==> src/rtl/handshake_rr_arbiter.sv <==
`default_nettype none
// ============================================================================
// Module   : handshake_rr_arbiter
// Purpose  : Packet-granular round-robin arbiter that merges NUM_SRC
//            valid/ready sources into one registered output channel.
// Revision : 1.0 - initial release
// ============================================================================
module handshake_rr_arbiter #(
    parameter int NUM_SRC = 4,
    parameter int DATA_W  = 32,
    parameter int ID_W    = 2
) (
    input  logic                      clk,
    input  logic                      rst,
    input  logic [NUM_SRC-1:0]        i_s_valid,
    input  logic [NUM_SRC*DATA_W-1:0] i_s_data,
    input  logic [NUM_SRC-1:0]        i_s_last,
    output logic [NUM_SRC-1:0]        o_s_ready,
    output logic                      o_m_valid,
    output logic [DATA_W-1:0]         o_m_data,
    output logic                      o_m_last,
    output logic [ID_W-1:0]           o_m_src,
    input  logic                      i_m_ready
);

    typedef enum logic [0:0] {
        ST_IDLE = 1'b0,
        ST_BUSY = 1'b1
    } state_t;

    localparam logic [ID_W:0]   c_NUM_SRC_EXT = (ID_W+1)'(NUM_SRC);
    localparam logic [ID_W-1:0] c_PRIO_RESET  = ID_W'(NUM_SRC - 1);

    state_t              r_state;
    state_t              w_state_nxt;
    logic [ID_W-1:0]     r_grant;
    logic [ID_W-1:0]     w_grant_nxt;
    logic [ID_W-1:0]     r_prio_ptr;
    logic [ID_W-1:0]     w_prio_nxt;

    logic                r_m_valid;
    logic [DATA_W-1:0]   r_m_data;
    logic                r_m_last;
    logic [ID_W-1:0]     r_m_src;

    logic [ID_W:0]       w_idx;
    logic                w_found;
    logic [ID_W-1:0]     w_pick;
    logic                w_any_valid;

    logic                w_sel_valid;
    logic                w_sel_last;
    logic [DATA_W-1:0]   w_sel_data;
    logic                w_can_accept;
    logic                w_s_xfer;

    // Rotating priority: scan from the source after the last packet winner.
    always_comb begin
        w_idx       = '0;
        w_found     = 1'b0;
        w_pick      = '0;
        w_any_valid = |i_s_valid;
        for (int k = 1; k <= NUM_SRC; k++) begin
            w_idx = {1'b0, r_prio_ptr} + (ID_W+1)'(k);
            if (w_idx >= c_NUM_SRC_EXT) begin
                w_idx = w_idx - c_NUM_SRC_EXT;
            end
            if (!w_found && i_s_valid[w_idx[ID_W-1:0]]) begin
                w_pick  = w_idx[ID_W-1:0];
                w_found = 1'b1;
            end
        end
    end

    always_comb begin
        w_sel_valid = 1'b0;
        w_sel_last  = 1'b0;
        w_sel_data  = '0;
        for (int i = 0; i < NUM_SRC; i++) begin
            if (r_grant == ID_W'(i)) begin
                w_sel_valid = i_s_valid[i];
                w_sel_last  = i_s_last[i];
                w_sel_data  = i_s_data[i*DATA_W +: DATA_W];
            end
        end
    end

    // The output register can take a new beat when empty or draining this cycle.
    assign w_can_accept = !r_m_valid || i_m_ready;

    always_comb begin
        w_state_nxt = r_state;
        w_grant_nxt = r_grant;
        w_prio_nxt  = r_prio_ptr;
        o_s_ready   = '0;
        w_s_xfer    = 1'b0;
        case (r_state)
            ST_IDLE: begin
                if (w_any_valid) begin
                    w_grant_nxt = w_pick;
                    w_state_nxt = ST_BUSY;
                end
            end
            ST_BUSY: begin
                for (int i = 0; i < NUM_SRC; i++) begin
                    if (r_grant == ID_W'(i)) begin
                        o_s_ready[i] = w_can_accept;
                    end
                end
                w_s_xfer = w_sel_valid && w_can_accept;
                if (w_s_xfer && w_sel_last) begin
                    w_prio_nxt  = r_grant;
                    w_state_nxt = ST_IDLE;
                end
            end
            default: begin
                w_state_nxt = ST_IDLE;
            end
        endcase
    end

    always_ff @(posedge clk or posedge rst) begin
        if (rst) begin
            r_state    <= ST_IDLE;
            r_grant    <= '0;
            r_prio_ptr <= c_PRIO_RESET;
        end else begin
            r_state    <= w_state_nxt;
            r_grant    <= w_grant_nxt;
            r_prio_ptr <= w_prio_nxt;
        end
    end

    // Reload takes precedence over drain so a simultaneous in/out keeps m_valid high.
    always_ff @(posedge clk or posedge rst) begin
        if (rst) begin
            r_m_valid <= 1'b0;
            r_m_data  <= '0;
            r_m_last  <= 1'b0;
            r_m_src   <= '0;
        end else if (w_s_xfer) begin
            r_m_valid <= 1'b1;
            r_m_data  <= w_sel_data;
            r_m_last  <= w_sel_last;
            r_m_src   <= r_grant;
        end else if (r_m_valid && i_m_ready) begin
            r_m_valid <= 1'b0;
        end
    end

    assign o_m_valid = r_m_valid;
    assign o_m_data  = r_m_data;
    assign o_m_last  = r_m_last;
    assign o_m_src   = r_m_src;

endmodule
`default_nettype wire
==> config.mk <==
export PLATFORM = sky130hd
export DESIGN_NAME = handshake_rr_arbiter
export DESIGN_NICKNAME = d
export VERILOG_FILES = /design/src/rtl/handshake_rr_arbiter.sv
export SDC_FILE = /design/constraint.sdc
export NUM_CORES = 1
export LEC_CHECK = 0
export CAP_MARGIN = 15
export CELL_PAD_IN_SITES_DETAIL_PLACEMENT = 1
export CELL_PAD_IN_SITES_GLOBAL_PLACEMENT = 1
export CORE_UTILIZATION = 26
export DETAILED_ROUTE_END_ITERATION = 8
export GPL_ROUTABILITY_DRIVEN = 0
export PLACE_DENSITY_LB_ADDON = 0.1
export SYNTH_ARGS = -nofsm -noshare
export SYNTH_HDL_FRONTEND = slang
export SYNTH_SLANG_ARGS = --single-unit
==> constraint.sdc <==
create_clock -name clk -period 2.2 [get_ports clk]
set_input_delay 0.33 -clock clk [delete_from_list [all_inputs] [get_ports clk]]
set_output_delay 0.33 -clock clk [all_outputs]
set_load 0.02 [all_outputs]
==> Word level (Yosys, flattened, before mapping) <==
Index checks and enable logic that the tools add are counted.
Widths: inputs -> output; s select.
{ "totals": {"mem_bits_rw": 0, "latch_bits": 0, "rom_bits": 0, "register_bits": 41, "output_inout_bits": 40, "in_bits": 139, "n_memories": 0} }
{ "classes": {"n_bitwise": 1, "magnitude_cmp": 8, "eq_ne": 3, "n_reduce_logical": 16, "multipliers": 0, "div": 0, "add_sub_neg": 8, "n_mux": 42, "n_shift": 0} }
{ "op_table": {"columns": ["cell", "count"], "rows": [
  ["$mux 32", 4],
  ["$mux 1", 24],
  ["$mux 2", 8],
  ["$ge 3x3->1 const B", 4],
  ["$lt 2x3->1 const B", 4],
  ["$bmux 1 s2", 4],
  ["$sub 2x1->2 const B", 4],
  ["$add 2x2->3 const B", 2],
  ["$logic_and 1x1->1", 6],
  ["$eq 2x2->1 const B", 2],
  ["$logic_not 1->1", 4],
  ["$mux 4", 1],
  ["$reduce_and 2->1", 2],
  ["$reduce_or 4->1", 1],
  ["$add 2x1->3 const B", 1],
  ["$add 2x3->3 const B", 1],
  ["$eq 2x1->1 const B", 1],
  ["$logic_not 2->1", 1],
  ["$pmux 1 s2", 1],
  ["$reduce_bool 2->1", 1],
  ["$logic_or 1x1->1", 1],
  ["$not 1->1", 1]
]} }

==> Depth between registers and ports, before layout <==
{ "depth": {"depth_word": 15, "ltp_mapped": 6, "mapped_depth_nobuf": 4} }

==> Worst setup path before layout <==
No wires, ideal clock.
{ "synth_path": {"path_kind": "flip-flop to flip-flop", "from": "register r_grant[1]", "to": "register r_m_data[16] (netlist: o_m_data[16])", "slack_ns": 0.518, "n_path_buf": 2, "t_arrival_ns": 1.557, "period_less_slack_ns": 1.682, "stages_incl_launch_ff": 6, "setup_ns": 0.125, "required_time_ns": 2.075, "cell_sequence": "dfrtp_1 -> mux4_2 -> nand3_1 -> buf_6 -> buf_6 -> mux2_4"} }
{ "synth_via": {"elab_chain_len": 7} }
{ "synth_lines": {"columns": ["item", "line", "source"], "rows": [
  ["from (decl)", "36", "logic [ID_W-1:0] r_grant;"],
  ["from (signal assigned)", "129", "r_grant <= w_grant_nxt;"],
  ["$logic_not 2->1", "80", "if (r_grant == ID_W'(i)) begin"],
  ["$mux 1 (4 in a row)", "80", null],
  ["$logic_and 1x1->1", "110", "w_s_xfer = w_sel_valid && w_can_accept;"],
  ["$mux 1", "97", "case (r_state)"],
  ["to (signal assigned)", "143", "r_m_data <= w_sel_data;"],
  ["to (decl)", "42", "logic [DATA_W-1:0] r_m_data;"]
]} }
Parallel ways exist; a longest one is shown, timed or not.
A chain may end at the register's enable or synchronous reset.

==> Worst setup path in the final report <==
{ "layout_path": {"from": "input i_m_ready", "to": "output o_s_ready[2]"} }
{ "layout_via": {"elab_chain_len": 3} }
{ "layout_lines": {"columns": ["item", "line", "source"], "rows": [
  ["from (decl)", "23", "input logic i_m_ready"],
  ["$logic_or 1x1->1", "89", "assign w_can_accept = !r_m_valid || i_m_ready;"],
  ["$mux 1", "106", "if (r_grant == ID_W'(i)) begin"],
  ["$mux 4", "97", null],
  ["to (decl)", "18", "output logic [NUM_SRC-1:0] o_s_ready,"]
]} }
No other way between the ends.

==> metrics <==
Fin. Hold Viols=0; Synth Area per Inst=15.5 um2; RR Endpoint=o_m_data[31]$_DFFE_PP0P_; # DRC=0; Max FO, Critical Path=3; most frequent cells after synthesis=39 x dfrtp_1, 33 x mux4_2, 30 x mux2_2; status=completed; Initial Utilization=a little over a quarter; die footprint=a little under 10000 um2; top cell type's share of synthesized area=about two fifths; Synth Register Bits=41; Netlist cell types=27; Req. time, crit path=1870 ps; fin crit share=a little over nine tenths; count leader, synth=dfrtp_1; Global Route Usage Sum=16.0%; crit path cell chain=clkdlybuf4s50_1, nand2b_1, nand3_1, nor2_1, clkdlybuf4s50_1; end point of the critical path=o_s_ready[2]; layout cells sized above 1=26.6%; WL/cell=~16 um; # IOs=179; die height=99.6 um; clock buffer count from CTS=5; Vias=2175; nets=484; yosys warns=0; Clock Latency Late Sink=280 ps; Iter 0 DRT Violations=27; Final ANT Viol Nets=0; Clock transition at path regs=approximately 80 ps; minimum clock period=~2100 ps; Worst VDD drop=0.000501 V; GRT overflow=0; crit path kind=in -> out; Via density=roughly 4.6; initial antenna violation count=0; Multi-input gate area=1350 um2; Post-Syn Instances=160; CP dominant cell by count=clkdlybuf4s50_1; Post-synth ARST share=100%; Worst Skew=approximately 4.7 ps; RR Startpoint=r_grant[0]$_DFFE_PP0P_; clk root buf=clkbuf_8; Slowest cell on crit path=clkdlybuf4s50_1; design area=4560 um2; global-route wire length before repair=roughly 12000 um; clk sink count=41; FF/Latch Area=1030 um2; Crit. End Element=output pin; Max stage delay on crit path=610 ps; Routed Wire Length=7700 um; Seq/Total Area, Yosys=between 40 and 50%; headroom to the max-slew limit=64.2%; fmax=473 MHz; die width=between 90 and 100 um; Port Buffers=178; vias in the first global route=2386; Filler cells=980; largest area contributor in the netlist=dfrtp_1; Clock Tree Buf Depth=2; Power Density=around 1200 nW/um2; Worst-Margin Slew=between 500 and 600 ps; max-cap viol count=0; Final Util=49.3%; CTS HTree Levels=2; CTS tree=yes; Post-Place Cell Area=~4500 um2; largest cells by area after synthesis=dfrtp_1 39%, mux4_2 30%, mux2_2 14%; most common flop cell mapped by yosys=dfrtp_1; Hold Path Class=in -> async; fin cells=between 400 and 500; FP Rows=35; Leakage=~1.8 nW; RSZ-0062 raised after global routing=no; Final Max Tran Viols=0; endpoints failing setup=0; CP startpoint kind=input port; Register-to-Register Setup Slack=between 400 and 500 ps; # diodes=0; placed cell count=approximately 470; core box area=9240 um2; Worst EP arrival=~1800 ps; area grow syn2layout=84.1%; TritonRoute pass-1 iters=4; reg2reg path depth=3; syn_nets=299; crit path from=i_m_ready; largest net degree at the start of global routing=24; EDFF count, synth=0; synthesized cell area=2470 um2; hpwl dp=about 6400 um; Setup TNS=0 ps
area by class of cell:
class,instances,share of cell area (%)
clock buffer,8,1.76
inverter,6,0.494
tap,129,3.54
sequential,41,22.6
timing repair buffer,190,42.0
multi-input combinational,101,29.6
critical path: cells and delay by family:
kind / cells / cell delay (ps)
buf+inv: 2 / 1070
simple gates: 3 / 390
layout by cell type (no fill, tap or decap):
| cell type | instances |
|---|---|
| clkdlybuf4s50_1 | 176 |
| dfrtp_1 | 37 |
| mux4_2 | 33 |
| mux2_2 | 30 |
| buf_4 | 9 |
| nand2_1 | 8 |
| inv_1 | 5 |
| clkbuf_8 | 5 |
| mux2_4 | 4 |
| nor2_1 | 4 |
| mux2i_1 | 3 |
| clkbuf_1 | 3 |
| buf_12 | 3 |
| nand2b_1 | 2 |
| o21ai_0 | 2 |
| or2_2 | 2 |
| a31oi_1 | 2 |
| nor3_1 | 2 |
| dlymetal6s2s_1 | 2 |
| dfrtp_2 | 2 |
| dfstp_2 | 2 |
| nand3_2 | 1 |
| nand3_1 | 1 |
| a21o_1 | 1 |
| o2bb2ai_1 | 1 |
| o32ai_1 | 1 |
| nor4_1 | 1 |
| a21boi_1 | 1 |
| inv_2 | 1 |
| a221oi_1 | 1 |
| o32a_1 | 1 |
worst min-delay path by stage:
| stage | endpoint | slack [ps] | cells after the start |
|---|---|---|---|
| after global placement | o_m_last$_DFFE_PP0P_ | 460 | 2 |
| final | o_m_data[3]$_DFFE_PP0P_ | 410 | 2 |
| after global routing | o_m_data[30]$_DFFE_PP0P_ | 430 | 2 |
| after CTS | o_m_last$_DFFE_PP0P_ | 420 | 2 |
| after floorplan | r_prio_ptr[1]$_DFFE_PP1P_ | 480 | 1 |
| after detailed placement | o_m_last$_DFFE_PP0P_ | 470 | 2 |
repair_timing:
action	CTS	global route
hold buffers	0	0
resized for setup	0	2
endpoints found under the hold margin	0	0
buffers inserted	0	0
endpoints found under the setup margin	0	2
power by group:
group          leakage, nW  internal (mW)  switching, mW  total [mW]
registers            0.475           1.18          0.238        1.42
logic                 1.30           2.12           1.56        3.68
clock network       0.0395          0.226          0.244       0.469
routing by layer:
metal | vias to the layer above | track usage, % | wire, um
met5 | - | 0 | 0
met4 | 0 | 3.85 | 97
met3 | 8 | 5.20 | 648
met2 | 103 | 29.5 | 3990
met1 | 1066 | 17.9 | 2960
li1 | 998 | - | -
flip-flops by register name, indices dropped and copies added (netlist names):
| name | cells |
|---|---|
| o_m_src | 2 |
| o_m_valid | 1 |
| r_grant | 2 |
| o_m_last | 1 |
| r_prio_ptr | 2 |
| r_state | 1 |
| o_m_data | 32 |
metrics by stage:
step	power (mW)	hold slack (ps)	worst slack [ps]
3_3_place_gp	5.14	463	114
3_5_place_dp	5.19	471	69.1
5_1_grt	5.97	431	13.2
6_report	5.57	410	85.9
4_1_cts	5.69	422	61.6
2_1_floorplan	3.73	484	518
cell families after synthesis:
logic type,count (synthesis),synth area share [%]
multiplexers,70,47.3
flip-flops,41,41.6
AND/OR/NAND/NOR,21,3.89
buffers and inverters,18,4.25
AO/OA/AOI/OAI,10,2.98
Note: power is estimated with default switching activity, not from simulation.
